$ cat config.mk
export PLATFORM = sky130hd
export DESIGN_NAME = jk_bank_arbiter
export DESIGN_NICKNAME = d
export VERILOG_FILES = /design/src/rtl/jk_bank_pkg.sv /design/src/rtl/jk_bank_arbiter_cell.sv /design/src/rtl/jk_bank_arbiter.sv
export SDC_FILE = /design/constraint.sdc
export NUM_CORES = 1
export LEC_CHECK = 0
export CAP_MARGIN = 25
export CORE_ASPECT_RATIO = 0.9
export CORE_MARGIN = 2
export CORE_UTILIZATION = 52
export CTS_CLUSTER_DIAMETER = 60
export DETAILED_ROUTE_END_ITERATION = 16
export PLACE_DENSITY_LB_ADDON = 0.08
export SLEW_MARGIN = 10
export SYNTH_ARGS = -nofsm -noshare
export SYNTH_HDL_FRONTEND = slang
export SYNTH_HIERARCHICAL = 1
export SYNTH_SLANG_ARGS = --single-unit
$ cat constraint.sdc
create_clock -name CLK -period 3.1 [get_ports CLK]
set_clock_uncertainty 0.15 [all_clocks]
set_input_delay 0.465 -clock CLK [delete_from_list [all_inputs] [get_ports CLK]]
set_output_delay 0.465 -clock CLK [all_outputs]
set_load 0.02 [all_outputs]
$ cat src/rtl/jk_bank_pkg.sv
// Shared types for the JK bank arbiter.
// Op encoding doubles as the {J,K} pair driven onto selected bits.
package jk_bank_pkg;

    typedef enum logic [1:0] {
        OP_HOLD   = 2'b00,
        OP_CLEAR  = 2'b01,
        OP_SET    = 2'b10,
        OP_TOGGLE = 2'b11
    } jk_op_e;

    typedef enum logic [1:0] {
        S_IDLE,
        S_APPLY,
        S_ACK
    } state_e;

    localparam logic ID_A = 1'b0;
    localparam logic ID_B = 1'b1;

    function automatic logic op_j(input jk_op_e op);
        return (op == OP_SET) || (op == OP_TOGGLE);
    endfunction

    function automatic logic op_k(input jk_op_e op);
        return (op == OP_CLEAR) || (op == OP_TOGGLE);
    endfunction

endpackage

$ cat src/rtl/jk_bank_arbiter_cell.sv
// Single synchronous JK flip-flop with synchronous active-high reset.
module jk_cell (
    input  logic CLK,
    input  logic RESET,
    input  logic J,
    input  logic K,
    output logic Q
);

    always_ff @(posedge CLK) begin
        if (RESET) begin
            Q <= 1'b0;
        end else begin
            unique case ({J, K})
                2'b00:   Q <= Q;
                2'b01:   Q <= 1'b0;
                2'b10:   Q <= 1'b1;
                default: Q <= ~Q;
            endcase
        end
    end

endmodule

$ cat src/rtl/jk_bank_arbiter.sv
// Round-robin arbiter sharing a bank of JK flip-flops between two requesters.
// Each accepted command occupies IDLE -> APPLY -> ACK, one cycle each.
module jk_bank_arbiter
    import jk_bank_pkg::*;
#(
    parameter int WIDTH = 8
) (
    input  logic             CLK,
    input  logic             RESET,
    input  logic             a_valid,
    output logic             a_ready,
    input  logic [1:0]       a_op,
    input  logic [WIDTH-1:0] a_mask,
    input  logic             b_valid,
    output logic             b_ready,
    input  logic [1:0]       b_op,
    input  logic [WIDTH-1:0] b_mask,
    output logic [WIDTH-1:0] Q,
    output logic             busy,
    output logic             done,
    output logic             done_id
);

    state_e           state_q;
    logic             last_q;
    jk_op_e           op_q;
    logic [WIDTH-1:0] mask_q;
    logic             id_q;
    logic             done_q;
    logic             done_id_q;

    logic             idle;
    logic [WIDTH-1:0] j;
    logic [WIDTH-1:0] k;

    assign idle = (state_q == S_IDLE);

    // On a tie the requester that did not win last time is granted.
    always_comb begin
        a_ready = idle && !RESET && a_valid
                  && (!b_valid || last_q == ID_B);
        b_ready = idle && !RESET && b_valid
                  && (!a_valid || last_q == ID_A);
    end

    always_comb begin
        j = '0;
        k = '0;
        if (state_q == S_APPLY) begin
            j = mask_q & {WIDTH{op_j(op_q)}};
            k = mask_q & {WIDTH{op_k(op_q)}};
        end
    end

    always_ff @(posedge CLK) begin
        if (RESET) begin
            state_q   <= S_IDLE;
            last_q    <= ID_B;
            op_q      <= OP_HOLD;
            mask_q    <= '0;
            id_q      <= ID_A;
            done_q    <= 1'b0;
            done_id_q <= 1'b0;
        end else begin
            done_q <= 1'b0;
            unique case (state_q)
                S_IDLE: begin
                    if (a_ready || b_ready) begin
                        state_q <= S_APPLY;
                        op_q    <= a_ready ? jk_op_e'(a_op)
                                           : jk_op_e'(b_op);
                        mask_q  <= a_ready ? a_mask : b_mask;
                        id_q    <= b_ready;
                        last_q  <= b_ready;
                    end
                end
                S_APPLY: begin
                    state_q   <= S_ACK;
                    done_q    <= 1'b1;
                    done_id_q <= id_q;
                end
                S_ACK: begin
                    state_q <= S_IDLE;
                end
                default: begin
                    state_q <= S_IDLE;
                end
            endcase
        end
    end

    for (genvar i = 0; i < WIDTH; i++) begin : g_cell
        jk_cell u_cell (
            .CLK   (CLK),
            .RESET (RESET),
            .J     (j[i]),
            .K     (k[i]),
            .Q     (Q[i])
        );
    end

    assign busy    = !idle;
    assign done    = done_q;
    assign done_id = done_id_q;

endmodule

==> results_dict.tcl <==
set metrics [dict create \
    ctsHoldBuffers 0 \
    antenna_left 0 \
    crit_path_start_kind "input port" \
    synth_area_mm2 0.00148 \
    antenna_found_initial 0 \
    critPathBufInv 2 \
    p_leak_nw 0.719 \
    track_usage 0.228 \
    die_h_um 54.6 \
    clock-root-buffer "clkbuf_4" \
    cts_tree "done" \
    drive_gt1_frac 0.0478 \
    grt_max_degree 23 \
    cts_buffer_depth 2 \
    crit_path_frequent_cell "clkdlybuf4s50_1" \
    finalWirelength_mm 3.36 \
    critPathMaxStageDelay_ns 0.62 \
    die_w_um 60.3 \
    hold_path.class "reg2reg" \
    status "completed" \
    gr-total-overflow 0 \
    synth-seq-cells 24 \
    synth_warnings 6 \
    maxCapViolations 0 \
    drt_pre_antenna_iters 4 \
    coreArea_mm2 0.00273 \
    cts_resized 0 \
    antenna_cells 0 \
    critPathSlowestCell "clkdlybuf4s50_1" \
    grt_pass1_wl_mm 5.61 \
    synth.mux.area_fraction 0.00676 \
    ys_seq_area_frac 0.324 \
    min_period_ns 2.58 \
    std_cell_rows 18 \
    power_w 0.000627 \
    cts_setup_buffers 0 \
    synth_cell_type_count 27 \
    drv_slew 0 \
    area_delta_synth_final_pct 28.8 \
    avgRoutedWirePerCell_um 13.5 \
    holdWs_ns 0.341 \
    io_buffer_count 36 \
    cts_inserted_buffers 3 \
    required_ns 2.48 \
    synth_compound_area_frac 0.189 \
    synth_simple_gate_area_frac 0.262 \
    finalSetupViolations 0 \
    critPathTopFamily "buffers and inverters" \
    fmax_mhz 388 \
    worstPathCellList "clkdlybuf4s50_1, nor3_2, and3_1, clkdlybuf4s50_1" \
    synth-adder-area-share 0.135 \
    worst_ep_arrival_time_ns 1.96 \
    p_per_area_mw_per_mm2 329 \
    syn_nets 215 \
    via_count 1442 \
    fin_util 0.700 \
    insertion_delay_ns 0.32 \
    die-area_mm2 0.00329 \
    syn_area_per_cell_um2 8.47 \
    tightest_slew_ns 0.731 \
    htreeDepth 1 \
    clk_pin_slew_ns 0.12 \
    synth_top_family_by_area "simple AND/OR/NAND/NOR gates" \
    hold_viol 0 \
    fin_nets 251 \
    period_share 0.831 \
    cts_num_sinks 24 \
    ios 37 \
    grt_pass1_vias 1293 \
    crit_fanout 3 \
    fin_tns_setup_ns 0 \
    ir_worst_vdd_v 0.000249 \
    drc 0 \
    end_kind "output pin" \
    path_class "in2out" \
    dp_hpwl_mm 2.50 \
    avgViaCountPerCell 5.79 \
    max_slew_margin 0.512 \
    rsz0062_at_grt "no" \
    gp_congestion 0.799 \
    initial_core_util 0.544 \
    drt_iter0_markers 80 \
    synth_xor_area_frac 0 \
    synth_cells 175 \
]
cell usage after synthesis:
| master | instances | area share |
|---|---|---|
| nand4_1 | 10 | 0.042 |
| buf_4 | 1 | 0.0051 |
| a31o_1 | 1 | 0.0059 |
| or2_1 | 1 | 0.0042 |
| and3_1 | 17 | 0.072 |
| a211o_1 | 1 | 0.0059 |
| nand3_1 | 1 | 0.0034 |
| buf_2 | 5 | 0.017 |
| dfxtp_1 | 24 | 0.32 |
| nor2b_1 | 2 | 0.0084 |
| a31oi_1 | 8 | 0.034 |
| inv_1 | 19 | 0.048 |
| a21oi_1 | 10 | 0.034 |
| clkbuf_1 | 4 | 0.010 |
| buf_1 | 1 | 0.0025 |
| nor3_2 | 1 | 0.0068 |
| nand2_1 | 9 | 0.023 |
| mux2i_1 | 1 | 0.0068 |
| nand2b_1 | 1 | 0.0042 |
| or3_1 | 9 | 0.038 |
| o31ai_1 | 10 | 0.051 |
| a311oi_1 | 10 | 0.059 |
| and2_1 | 3 | 0.013 |
| or2_0 | 1 | 0.0042 |
| nand3b_1 | 8 | 0.041 |
| nor2_1 | 1 | 0.0025 |
| ha_1 | 16 | 0.14 |
final timing paths:
path	slack [ns]	start	cells after the start	end
max	0.52	RESET	4	b_ready
min	0.34	g_cell[0].u_cell/Q$_SDFFE_PP0P_	2	g_cell[0].u_cell/Q$_SDFFE_PP0P_
max reg2reg	0.93	state_q[0]$_SDFFE_PP0P_	7	g_cell[4].u_cell/Q$_SDFFE_PP0P_
min reg2reg	0.34	g_cell[0].u_cell/Q$_SDFFE_PP0P_	2	g_cell[0].u_cell/Q$_SDFFE_PP0P_
worst register-to-register path: stages (launching register included):
cell	delay [ns]
dfxtp_1	0.39
nor2b_1	0.29
buf_4	0.24
and3_1	0.20
inv_1	0.05
ha_1	0.29
or3_1	0.31
a31oi_1	0.17
layout make-up:
class                      instances  area (um2)
inverter                          19        71.3
sequential                        24         480
fill                             234         817
clock buffer                       3        22.5
timing repair buffer              42         405
multi-input combinational        121         878
tap                               40        50.0
report_power, final:
group | internal (W) | switching [W] | leakage, nW
clock network | 0.0000456 | 0.0000936 | 0.0138
registers | 0.000328 | 0.0000164 | 0.196
logic | 0.0000720 | 0.0000716 | 0.509
sequential cells by signal, summed over array words and instances (netlist names):
register,count
state_q,2
last_q,1
g_cell.u_cell/Q,8
op_q,2
id_q,1
mask_q,8
done_id,1
done,1
through the flow:
stage | setup WS, ns | area, um2 | cells
after detailed placement | 0.521 | 1890 | 246
final | 0.523 | 1910 | 249
after CTS | 0.505 | 1910 | 249
after floorplan | 1.10 | 1480 | 175
after global routing | 0.443 | 1910 | 249
after global placement | 0.522 | 1890 | 246
metal layers:
layer	GRT usage	part of all wire	vias to the layer above
met5	0	0	-
met4	0.0667	0.014	0
met3	0.0355	0.058	7
met2	0.428	0.51	47
met1	0.268	0.42	669
li1	-	-	719
cell usage in the layout (no fill, tap or decap), drive strengths merged:
cell type	synthesis	layout
clkbuf	4	3
and2	3	3
a211o	1	1
nor2	1	1
nor3	1	1
nand2	9	9
a21oi	10	10
or3	9	9
a31oi	8	8
and3	17	17
nand2b	1	1
nand4	10	10
or2	2	2
ha	16	16
mux2i	1	1
inv	19	19
nand3b	8	8
nor2b	2	2
buf	7	6
a311oi	10	10
nand3	1	1
dfxtp	24	24
o31ai	10	10
a31o	1	1
clkdlybuf4s50	0	36
cell families after synthesis:
logic type	Yosys count
AO/OA/AOI/OAI	40
adder cells (fa/ha/maj)	16
buffers and inverters	30
flip-flops	24
multiplexers	1
AND/OR/NAND/NOR	64
(Power assumes the default switching activity.)
